$ cat config.mk
export PLATFORM = sky130hd
export DESIGN_NAME = silife_spi_slave
export DESIGN_NICKNAME = d
export VERILOG_FILES = /design/src/rtl/silife_max7219_pkg.sv /design/src/rtl/silife_spi_slave.sv
export SDC_FILE = /design/constraint.sdc
export NUM_CORES = 1
export LEC_CHECK = 0
export ABC_CLOCK_PERIOD_IN_PS = 1400
export CAP_MARGIN = 10
export CORE_ASPECT_RATIO = 0.5
export CORE_MARGIN = 5
export CORE_UTILIZATION = 47
export DETAILED_ROUTE_END_ITERATION = 10
export GPL_ROUTABILITY_DRIVEN = 0
export PLACE_DENSITY = 0.76
export SLEW_MARGIN = 20
export SYNTH_ARGS = -nofsm -noshare
export SYNTH_HDL_FRONTEND = slang
export SYNTH_SLANG_ARGS = --single-unit
$ cat constraint.sdc
create_clock -name clk -period 1.4 [get_ports clk]
set_input_delay 0.14 -clock clk [delete_from_list [all_inputs] [get_ports clk]]
set_output_delay 0.14 -clock clk [all_outputs]
set_load 0.01 [all_outputs]
$ cat src/rtl/silife_max7219_pkg.sv
// MAX7219 register map and 16-bit serial word layout, shared by the SPI driver and the
// receive-side chain model.
package silife_max7219_pkg;

    localparam int unsigned WordBits = 16;
    localparam int unsigned NumRows  = 8;

    typedef enum logic [3:0] {
        RegNoop      = 4'h0,
        RegDigit0    = 4'h1,
        RegDigit1    = 4'h2,
        RegDigit2    = 4'h3,
        RegDigit3    = 4'h4,
        RegDigit4    = 4'h5,
        RegDigit5    = 4'h6,
        RegDigit6    = 4'h7,
        RegDigit7    = 4'h8,
        RegDecode    = 4'h9,
        RegIntensity = 4'hA,
        RegScanLimit = 4'hB,
        RegShutdown  = 4'hC,
        RegTest      = 4'hF
    } reg_addr_e;

    // Lower 12 bits of a word; the top nibble is don't-care on the real part.
    typedef struct packed {
        logic [3:0] addr;
        logic [7:0] data;
    } cmd_t;

    typedef struct packed {
        logic [3:0] hdr;
        cmd_t       cmd;
    } word_t;

    function automatic word_t make_word(input reg_addr_e addr, input logic [7:0] data);
        word_t w;
        w.hdr      = 4'h0;
        w.cmd.addr = addr;
        w.cmd.data = data;
        return w;
    endfunction

    // Digit register 1..8 selects row 0..7.
    function automatic logic [2:0] row_index(input logic [3:0] addr);
        return 3'(addr - 4'd1);
    endfunction

endpackage

$ cat src/rtl/silife_spi_slave.sv
// SPI receive front end: input synchronizers, edge detect, shift register, bit counter and a
// latch strobe on the chip-select rising edge.
module silife_spi_slave
    import silife_max7219_pkg::*;
#(
    parameter int unsigned NUM_WORDS = 16,
    localparam int unsigned SrBits  = WordBits * NUM_WORDS,
    localparam int unsigned CntBits = $clog2(SrBits) + 1
) (
    input  logic                     clk,
    input  logic                     reset,
    input  logic                     i_cs,
    input  logic                     i_sck,
    input  logic                     i_mosi,
    output cmd_t [NUM_WORDS-1:0]     o_cmd,
    output logic                     o_dout,
    output logic                     o_latch,
    output logic [CntBits-1:0]       o_count
);

    localparam logic [CntBits-1:0] CntMax = '1;

    logic [1:0]        cs_sync_q, sck_sync_q, mosi_sync_q;
    logic              cs_prev_q, sck_prev_q;
    logic [SrBits-1:0] sr_q, sr_d;
    logic [CntBits-1:0] cnt_q, cnt_d;
    logic              cs_s, sck_s, mosi_s;
    logic              sck_rise, cs_rise, cs_fall, shift_en;

    assign cs_s   = cs_sync_q[1];
    assign sck_s  = sck_sync_q[1];
    assign mosi_s = mosi_sync_q[1];

    assign sck_rise = sck_s & ~sck_prev_q;
    assign cs_rise  = cs_s & ~cs_prev_q;
    assign cs_fall  = ~cs_s & cs_prev_q;
    // A clock edge coinciding with the CS rise sees cs_s high and is dropped.
    assign shift_en = sck_rise & ~cs_s;

    always_comb begin
        sr_d  = sr_q;
        cnt_d = cnt_q;
        if (cs_fall) begin
            cnt_d = '0;
        end
        if (shift_en) begin
            sr_d = {sr_q[SrBits-2:0], mosi_s};
            if (cnt_d != CntMax) begin
                cnt_d = cnt_d + 1'b1;
            end
        end
    end

    always_ff @(posedge clk) begin
        if (reset) begin
            cs_sync_q   <= '0;
            sck_sync_q  <= '0;
            mosi_sync_q <= '0;
            cs_prev_q   <= 1'b0;
            sck_prev_q  <= 1'b0;
            sr_q        <= '0;
            cnt_q       <= '0;
        end else begin
            cs_sync_q   <= {cs_sync_q[0], i_cs};
            sck_sync_q  <= {sck_sync_q[0], i_sck};
            mosi_sync_q <= {mosi_sync_q[0], i_mosi};
            cs_prev_q   <= cs_s;
            sck_prev_q  <= sck_s;
            sr_q        <= sr_d;
            cnt_q       <= cnt_d;
        end
    end

    always_comb begin
        o_cmd = '0;
        for (int k = 0; k < NUM_WORDS; k++) begin
            o_cmd[k] = cmd_t'(sr_q[WordBits*k +: 12]);
        end
    end

    assign o_dout  = sr_q[SrBits-1];
    assign o_latch = cs_rise & (cnt_q != '0);
    assign o_count = cnt_q;

endmodule

; Word-level counts from Yosys, hierarchy flattened
; Cells that the tools add are included.
[totals]
ff_bits = 273
out_inout_bits = 203
wordCells = 21
[op_classes]
add_sub_neg = 1
n_eq_ne = 1
mux = 3
bitwise_logic = 8
n_reduce_logical = 1
[op_table]
columns = cell, count
row1 = 9-bit two-way mux, 3
row2 = "9-bit by 1-bit adder with 9-bit output, second input constant", 1
row3 = "9-bit inequality test, second input constant", 1
row4 = 9-bit nonzero test, 1
row5 = 1-bit AND, 5
row6 = 1-bit inverter, 3

; Logic depth before layout (Yosys ltp)
; Gate-level depths: netlist of run 1.
[logic_depth]
ltp_word = 6
mapped_depth = 6

; Least setup slack after synthesis of run 1
; Ideal clock, no wire load.
[synth_timing]
path_kind = flip-flop to flip-flop
from = register cs_sync_q[1]
to = register cnt_q[7] (netlist: o_count[7])
setup_ps = 125
arrival_time_ps = 1380
slack_ps = -106
path_stages_with_launch = 7
period_less_slack_ps = 1506
path_cell_list = dfxtp_1 -> or3b_1 -> buf_6 -> nor3_2 -> nand3_1 -> xnor2_1 -> o21ai_2
[synth_between]
elab_chain_len = 6
[synth_rtl]
columns = item, line_no
row1 = "start, declared", silife_spi_slave.sv:23  ; logic [1:0] cs_sync_q, sck_sync_q, mosi_sync_q;
row2 = "start signal, assigned", silife_spi_slave.sv:64  ; cs_sync_q <= {cs_sync_q[0], i_cs};
row3 = 1-bit inverter *, "silife_spi_slave.sv:36, silife_spi_slave.sv:38"
row4 = 1-bit AND, silife_spi_slave.sv:36  ; assign cs_fall = ~cs_s & cs_prev_q;
row5 = 9-bit two-way mux, silife_spi_slave.sv:43  ; if (cs_fall) begin
row6 = 9-bit by 1-bit adder with 9-bit output or 9-bit inequality test (tied branches), "silife_spi_slave.sv:49, silife_spi_slave.sv:48"
row7 = 9-bit two-way mux, silife_spi_slave.sv:48  ; if (cnt_d != CntMax) begin
row8 = 9-bit two-way mux *, silife_spi_slave.sv:46  ; if (shift_en) begin
row9 = "end signal, assigned", silife_spi_slave.sv:70  ; cnt_q <= cnt_d;
row10 = "end, declared", silife_spi_slave.sv:26  ; logic [CntBits-1:0] cnt_q, cnt_d;
; Mark *: on every way between the ends. The rest lies on a longest branch, timed or not.
; A chain may end at the register's enable or synchronous reset.

; Worst setup path in the final report of run 1
[layout_timing]
from = register cnt_q[5] (netlist: o_count[5])
to = output port o_latch
[layout_between]
elab_chain_len = 2
[layout_rtl]
columns = item, line_no
row1 = 9-bit nonzero test, silife_spi_slave.sv:82  ; assign o_latch = cs_rise & (cnt_q != '0);
row2 = 1-bit AND, silife_spi_slave.sv:82
row3 = "end, declared", silife_spi_slave.sv:17  ; output logic o_latch,
; Every way passes these cells.

==> results of run 1 <==
stage by stage:
| step | TNS [ps] | cells | worst slack, ps | power [mW] | instance area [sq um] |
|---|---|---|---|---|---|
| after floorplan | -83.03 | 1378 | -29.32 | 8.244 | 10900 |
| after global placement | -16360 | 1657 | -168.7 | 8.385 | 12020 |
| after detailed placement | -26020 | 1657 | -301.0 | 8.389 | 12020 |
| after CTS | -31570 | 1771 | -212.5 | 15.43 | 14890 |
| after global routing | -42120 | 1781 | -293.3 | 16.03 | 16020 |
| final | -27690 | 1781 | -207.3 | 15.45 | 16020 |
critical path: cells and delay by family, from the launching register on:
kind            cells  cell delay, ps
flops               1             340
compound gates      1             130
simple gates        1             310
buf+inv             1             170
per-layer routing:
metal  track usage [%]  part of all wire [%]
met5                 0                     0
met4             4.836                   2.5
met3             4.186                   5.2
met2             36.80                    52
met1             24.93                    40
kinds of logic (layout without fill, tap and decap cells):
logic type	Yosys count	count (layout)	synth area share, %
XOR/XNOR	7	7	0.5634
AO/OA/AOI/OAI	263	263	12.29
flip-flops	273	273	50.22
AND/OR/NAND/NOR	554	554	20.04
buffers and inverters	281	377	16.88
worst max-delay path by stage:
stage | cells after the start | slack [ps] | to
after floorplan | 4 | -30 | o_count[6]
after global placement | 4 | -170 | sr_q[197]
after detailed placement | 4 | -300 | sr_q[147]
after CTS | 3 | -210 | o_latch
after global routing | 3 | -290 | o_latch
final | 3 | -210 | o_latch
area by class of cell:
class                           instances  area (sq um)  area share (%)
Clock buffer                           41         745.7           4.654
Clock inverter                          4         33.78          0.2108
Inverter                                1         3.754         0.02343
Multi-Input combinational cell        824          5283           32.97
Sequential cell                       273          5478           34.19
Tap cell                              307         384.1           2.397
Timing Repair Buffer                  331          4095           25.56
flip-flops by register name (all words and copies together), names as in the netlist:
| register | count |
|---|---|
| mosi_sync_q | 2 |
| sck_sync_q | 2 |
| cs_sync_q | 2 |
| sr_q | 256 |
| sck_prev_q | 1 |
| o_count | 9 |
| cs_prev_q | 1 |
power groups by stage:
stage               combinational, mW  clock, mW  sequential (mW)
CTS                             0.965       6.69             7.78
detailed placement              0.432          0             7.96
finish                           1.10       6.57             7.78
global placement                0.429          0             7.96
global route                     1.15       7.10             7.78
floorplan                       0.286          0             7.96
cells in the final DEF, fill, tap and decap left out, drive strengths merged, types with 2 or more instances in the layout:
cell type,netlist,final
a21oi,257,257
buf,242,112
clkbuf,38,54
clkdlybuf4s15,0,8
clkdlybuf4s50,0,3
clkinv,0,3
dfxtp,273,273
dlygate4sd2,0,193
nand2,519,519
nand2b,2,2
nand3,4,4
nand4,2,2
nor2,7,7
nor2b,8,8
nor3,3,3
nor3b,3,3
o21ai,3,3
xnor2,5,5
xor2,2,2
what timing repair did:
action                                 4_1_cts  5_1_grt
buffers inserted                            32       10
hold buffers                                 1        0
gates resized for setup                    491      303
setup endpoints to repair                  461      309
pin swaps                                  132      138
endpoints found under the hold margin       10        0
cloned                                      38       19
==> run summary, run 1 <==
TritonCTS built the clock tree. The net count of the mapped netlist is 1383. The length of the first detailed-routing pass in iterations came out at 6. The die boundary width came out at 225.2 um. The buffer depth of the longest clock path came out at 3. The flow ran to the end, but the final reports show violations.

The area of the placeable core is around 23000 sq um. The synthesized instance count is 1378. Ranked by instance count, the synthesized netlist is headed by sky130_fd_sc_hd__nand2_1 (519), sky130_fd_sc_hd__dfxtp_1 (273), sky130_fd_sc_hd__a21oi_1 (257), sky130_fd_sc_hd__buf_4 (192), sky130_fd_sc_hd__buf_2 (43). The area share of the leading cell type in the synthesized netlist came out at between 50% and 60%. In this run the worst setup path begins at o_count[5]. The critical path start-end classification is flop to output pin. The count of fill cells added during filler insertion came out at 1585. During synthesis, Yosys emitted a total of 0 warnings.

The wire length of the first global-routing pass is 45350 um. The starting utilization of the core area came out at between 40 and 50%. The clock-pin slew on the worst setup and hold paths came out at 60 ps. The area enclosed by the die boundary came out at 26480 sq um.

The largest individual stage delay along the critical path comes from the cell sky130_fd_sc_hd__dfxtp_2. Setup repair after global routing could not meet its margin everywhere. The estimated wirelength of the detail-placed design came out at about 15000 um. Counting flops with a built-in enable in the synthesized netlist gives 0. The root buffer cell chosen for the clock tree is sky130_fd_sc_hd__clkbuf_16. For this run, the slowest stage of the critical path takes 340 ps.

The number of endpoints with negative hold slack in the final report is 0. The number of diodes added for antenna fixing is 0. The via density per instance came out at slightly above 5. The number of global-route vias before repair is just under 9000.

The hold path endpoint is cs_sync_q[0]. The final number of max-transition violations came out at 0. The setup-violating endpoint count in the final report is approximately 280. In this run the critical register-to-register path is captured at sr_q[59]. The required time at the worst-slack endpoint came out at between 1000 and 1500 ps.

Dividing the final minimum period by the clock period gives 114.8%. The share of synthesized area occupied by flip-flops and latches is 50.22%. The vertical die dimension came out at around 120 um.

Net switching is 22.86% of the power. The part of the total power dissipated in combinational logic is between 7 and 8%. The part of the total power dissipated in the clock network is 42.5%.

The detail-routed net length per standard cell came out at 18.04 um. The layout cell share with drive strength beyond 1 is 36.77%. At the pin with the least slew margin, the transition time is 506.7 ps. Walking the worst path, the cells encountered are nor4_2, a311oi_1, buf_2. Across all layers, the routed design uses ~9000 vias.

The async set or reset register ratio after synthesis is 0%. Between clock sinks in the finished design, the worst skew comes to 20.21 ps. The total overflow left after global routing is 0. The clock latency reported for the late side of the worst-skew pair is 520 ps. The number of buffers inserted by port buffering came out at 207. The overall routing resource usage came out at 20.37%.

The number of sinks on the clock net came out at 273. The origin of the critical flop-to-flop path is cs_sync_q[1]. The ratio of total power to cell area came out at ~960 nW/um^2. Measured in cells, the most critical reg-to-reg path has a length of 9. The worst setup path is launched from a flop. For this design the top-level I/O count stands at 208. The number of antenna violations at the first check in global routing was 0. The shortest clock period the worst path allows after layout came out at 1607 ps. For this run, the leading register cell type out of synthesis is sky130_fd_sc_hd__dfxtp_1. The largest voltage drop on the vdd net came out at 0.7438 mV. The tightest min-delay check is of the input pin to flop type. The final reports fail on negative setup slack. The post-layout net count is 1461. The synthesized netlist contains 31 unique library cells. In this run the number of H-tree levels came out at 1. STA classifies the critical path endpoint as an output pin. Hold timing on the final database bottoms out at a slack of 171.8 ps. After synthesis the netlist holds a flip-flop and latch count of 273.

The internal reg-to-reg setup slack is -200 ps. The synthesis-to-layout area growth is 47.25%. The data arrival time at the worst-slack endpoint is 1470 ps. The cell type with the largest total area after synthesis is sky130_fd_sc_hd__dfxtp_1. TritonCTS created 25 clock buffers. The final routed wirelength across all metal layers is 32130 um.

For this block, the initial DRC count from the detailed router was approximately 480. Yosys attributes the largest share of cell area to sky130_fd_sc_hd__dfxtp_1 (50%), sky130_fd_sc_hd__nand2_1 (18%), sky130_fd_sc_hd__buf_4 (13%). Across the run, the number of max-cap violations was 0.

The sequential cell fraction of total power is 50.4%. The most common cell in the synthesized netlist is sky130_fd_sc_hd__nand2_1. The floorplan has 39 rows. The internal power consumption came out at between 10 and 15 mW.

The analysis attributes to cell leakage a power of 7.390 nW. In this run the worst path has a maximum fanout of 4. In this run the mean area of a mapped cell was 7.897 sq um. For this run, design rule violations remaining after detail routing come to 0. The post-route worst setup slack came out at -207.3 ps. The post-route core utilization is 70.31%. The maximum clock frequency came out at between 600 and 700 MHz. In this run the remaining antenna-violating nets after routing total 0.

The cell area after synthesis came out at 10880 sq um. The largest net degree at the start of global routing came out at 78. The switching power is between 3 and 4 mW. The count of cells along the worst hold path came out at 2. The remaining max-slew budget at the tightest pin came out at 66.22%. The startpoint of the lowest-slack hold path is i_cs.
(Power assumes the default switching activity.)
==> inputs of run 2 (changes only) <==
--- a/config.mk
+++ b/config.mk
@@ -6,13 +6,13 @@
 export NUM_CORES = 1
 export LEC_CHECK = 0
 export ABC_CLOCK_PERIOD_IN_PS = 1400
-export CAP_MARGIN = 10
 export CORE_ASPECT_RATIO = 0.5
 export CORE_MARGIN = 5
 export CORE_UTILIZATION = 47
 export DETAILED_ROUTE_END_ITERATION = 10
 export GPL_ROUTABILITY_DRIVEN = 0
 export PLACE_DENSITY = 0.76
+export REMOVE_ABC_BUFFERS = 1
 export SLEW_MARGIN = 20
 export SYNTH_ARGS = -nofsm -noshare
 export SYNTH_HDL_FRONTEND = slang
==> run 2 against run 1 <==
The flow still finishes with violations (negative setup slack). Flip-flop and latch count unchanged. Critical path depth increased by 3. Total power grew 2.3%. Register-to-register slack got worse by 160 ps. Via count rose by 3.5%. Sequential share of layout area is 0.62 points lower. Worst setup slack got worse by 150 ps. Worst hold slack got worse by 24 ps. Sequential power barely moved.
==> run summary, run 2 (synthesis results as in run 1) <==
The post-detailed-route count of antenna-violating nets was 0 (unchanged). The largest net degree at the start of global routing is 106 (was 78). The buffer depth of the longest clock path came out at 3 (unchanged). The via density per instance came out at 5.392 (was 5.190). The estimated wirelength of the detail-placed design was 15830 um (was 14800 um). The critical path start-end classification is flop to flop (was flop to output pin). The ratio of total power to cell area came out at 960.9 nW/um^2 (was 964.3 nW/um^2). The standby leakage power came out at 8.230 nW (was 7.390 nW). The required time at the worst-slack endpoint came out at 1800 ps (was 1260 ps).

The initial detailed-routing violation count is 652 (was 484). The final routed wirelength across all metal layers is 34850 um (was 32130 um). The commonest non-fill, non-tap cell in the layout is sky130_fd_sc_hd__nand2_1 (unchanged). The largest register by flop count is sr_q (unchanged). The cell total after placement came to 1653 (was 1657). The layout cell share with drive strength beyond 1 came out at 44.92% (was 36.77%). The clock tree skew after final layout is 30.57 ps (was 20.21 ps).

The largest voltage drop on the vdd net came out at 0.7763 mV (was 0.7438 mV). The delay contributed by the slowest stage of the critical path came to 450 ps (was 340 ps). The share of the clock period used by the worst path after layout came out at 125.4% (was 114.8%). The CTS tree was built (unchanged). The total congestion overflow after global routing came out at 0 (unchanged).

The placed instance area came out at 11990 sq um (was 12020 sq um). The synthesis-to-layout area growth is 51.17% (was 47.25%). The setup-violating endpoint count in the final report came to 281 (was 277). The maximum fanout count along the critical path was 5 (was 4). Setup repair after global routing missed its margin: true (unchanged).

The post-route DRC violation count is 0 (unchanged). The number of sinks on the clock net is 273 (unchanged). The post-placement setup slack came out at -307.5 ps (was -301.0 ps). The area enclosed by the die boundary came to 26480 sq um (unchanged). The vertical die dimension is 117.6 um (unchanged).

The die boundary width was 225.2 um (unchanged). The post-route worst setup slack is -355.2 ps (was -207.3 ps). The maximum clock frequency is 569.7 MHz (was 622.2 MHz).

The shortest clock period the worst path allows after layout came to 1755 ps (was 1607 ps). The slowest cell on the critical path is sky130_fd_sc_hd__or3b_4 (was sky130_fd_sc_hd__dfxtp_2). The clock-pin slew on the worst setup and hold paths is 60 ps (about the same). The number of global-route vias before repair came out at 8638 (was 8762). The area of the placeable core is 22790 sq um (unchanged). The final design instance area without fill is 16450 sq um (was 16020 sq um). The length of the first detailed-routing pass in iterations is 5 (was 6). Violated checks: negative setup slack (unchanged).

The slew at the pin with the worst max-slew slack came to 645.9 ps (was 506.7 ps). The total I/O pin count is 208 (unchanged). The reported max-cap violation count came out at 0 (unchanged).

The maximum level of the CTS H-tree is 1 (unchanged). Result of the run: complete, but fails checks (unchanged). The clock latency reported for the late side of the worst-skew pair is 550 ps (was 520 ps).

The number of endpoints with negative hold slack in the final report came out at 0 (unchanged). The CTS buffer count came to 25 (unchanged). Cell-by-cell trace of the critical path: or3b_4, buf_6, nor3b_4, nand4_1, xor2_1, nor2_1 (was nor4_2, a311oi_1, buf_2). The standard-cell row count is 39 (unchanged). The wire length of the first global-routing pass came to 45140 um (was 45350 um).

The cell chosen for the clock root is sky130_fd_sc_hd__clkbuf_16 (unchanged). The data arrival time at the worst-slack endpoint is 2160 ps (was 1470 ps). The final worst hold slack came out at 147.8 ps (was 171.8 ps). Commonest non-fill, non-tap cells in the layout: sky130_fd_sc_hd__nand2_1 (295), sky130_fd_sc_hd__dfxtp_1 (242), sky130_fd_sc_hd__a21oi_2 (213) (was sky130_fd_sc_hd__nand2_1 (328), sky130_fd_sc_hd__dfxtp_1 (263), sky130_fd_sc_hd__dlygate4sd2_1 (193)). The detail-routed net length per standard cell is 19.64 um (was 18.04 um). The kind of launch point of the worst setup path is a flop (unchanged). The overall routing resource usage is 20.39% (was 20.37%).

The total number of vias is 9565 (was 9243). The number of diodes added for antenna fixing came out at 0 (unchanged). The number of antenna violations at the first check in global routing came out at 0 (unchanged). The number of flip-flops in the largest register is 256 (unchanged). The number of non-filler instances in the completed layout came to 1774 (was 1781). The final number of max-transition violations came out at 0 (unchanged). The type of element capturing the critical path is a flop (was output pin). The starting utilization of the core area is 47.75% (unchanged).

The post-layout net count came out at 1455 (was 1461). The number of buffers inserted by port buffering came out at 207 (unchanged). The classification of the worst-slack hold path is input pin to flop (unchanged). The remaining max-slew budget at the tightest pin is 56.94% (was 66.22%).
-- run 2: cell types whose count changed in the layout (fill, tap and decap cells not counted), sizes merged --
cell	previous run	this run
inv	1	2
clkinv	3	5
clkbuf	54	59
bufbuf	1	0
clkinvlp	1	4
dlygate4sd2	193	179
clkdlybuf4s15	8	9
buf	112	107
bufinv	0	1
-- run 2: metrics by stage --
stage          util (%)  total power, mW  TNS (ps)
2_1_floorplan         -            8.089  -1692750
3_3_place_gp      52.61            8.382    -29360
5_1_grt           72.18            16.26    -44500
6_report          72.18            15.81    -22940
3_5_place_dp      52.61            8.386    -36820
4_1_cts           62.00            15.54    -11780
-- run 2: cell type report --
cell class	instances	area, sq um
Tap cell	307	384.1
Multi-Input combinational cell	824	5853
Timing Repair Buffer	325	3864
Inverter	1	3.754
Sequential cell	273	5522
Clock inverter	11	97.59
Fill cell	1453	6339
Clock buffer	33	725.7
-- run 2: worst paths after layout --
| path | from | endpoint | slack, ps | depth (start not counted) |
|---|---|---|---|---|
| min | i_mosi | mosi_sync_q[0] | 150 | 2 |
| max reg2reg | cs_sync_q[1] | o_count[5] | -360 | 6 |
| min reg2reg | mosi_sync_q[1] | sr_q[0] | 440 | 2 |
| max | cs_sync_q[1] | o_count[5] | -360 | 6 |
-- run 2: power breakdown --
part / switching, mW / internal [mW] / total [mW]
combinational: 0.625 / 0.455 / 1.08
clock: 3.12 / 3.85 / 6.96
sequential: 0.00637 / 7.76 / 7.77
-- run 2: what timing repair did --
item                                   CTS  global route
hold buffers                             1             0
setup buffers                           32            21
pin swaps                               49           301
setup endpoints to repair              467           299
endpoints found under the hold margin   17             0
gates resized for setup                390           625
gates cloned                            26            17
-- run 2: worst max-delay path: cells and delay by family (launching register included) --
family	cells	cell delay, ps
AND/OR/NAND/NOR	4	920
XOR/XNOR	1	250
flip-flops	1	320
buffers and inverters	1	140
-- run 2: layer usage --
layer / global-route usage [%] / wire length, um / vias up
li1: - / - / 4369
met1: 23.82 / 13320 / 4718
met2: 37.66 / 18160 / 343
met5: 0 / 0 / -
met3: 3.563 / 1566 / 135
met4: 6.951 / 1804 / 0
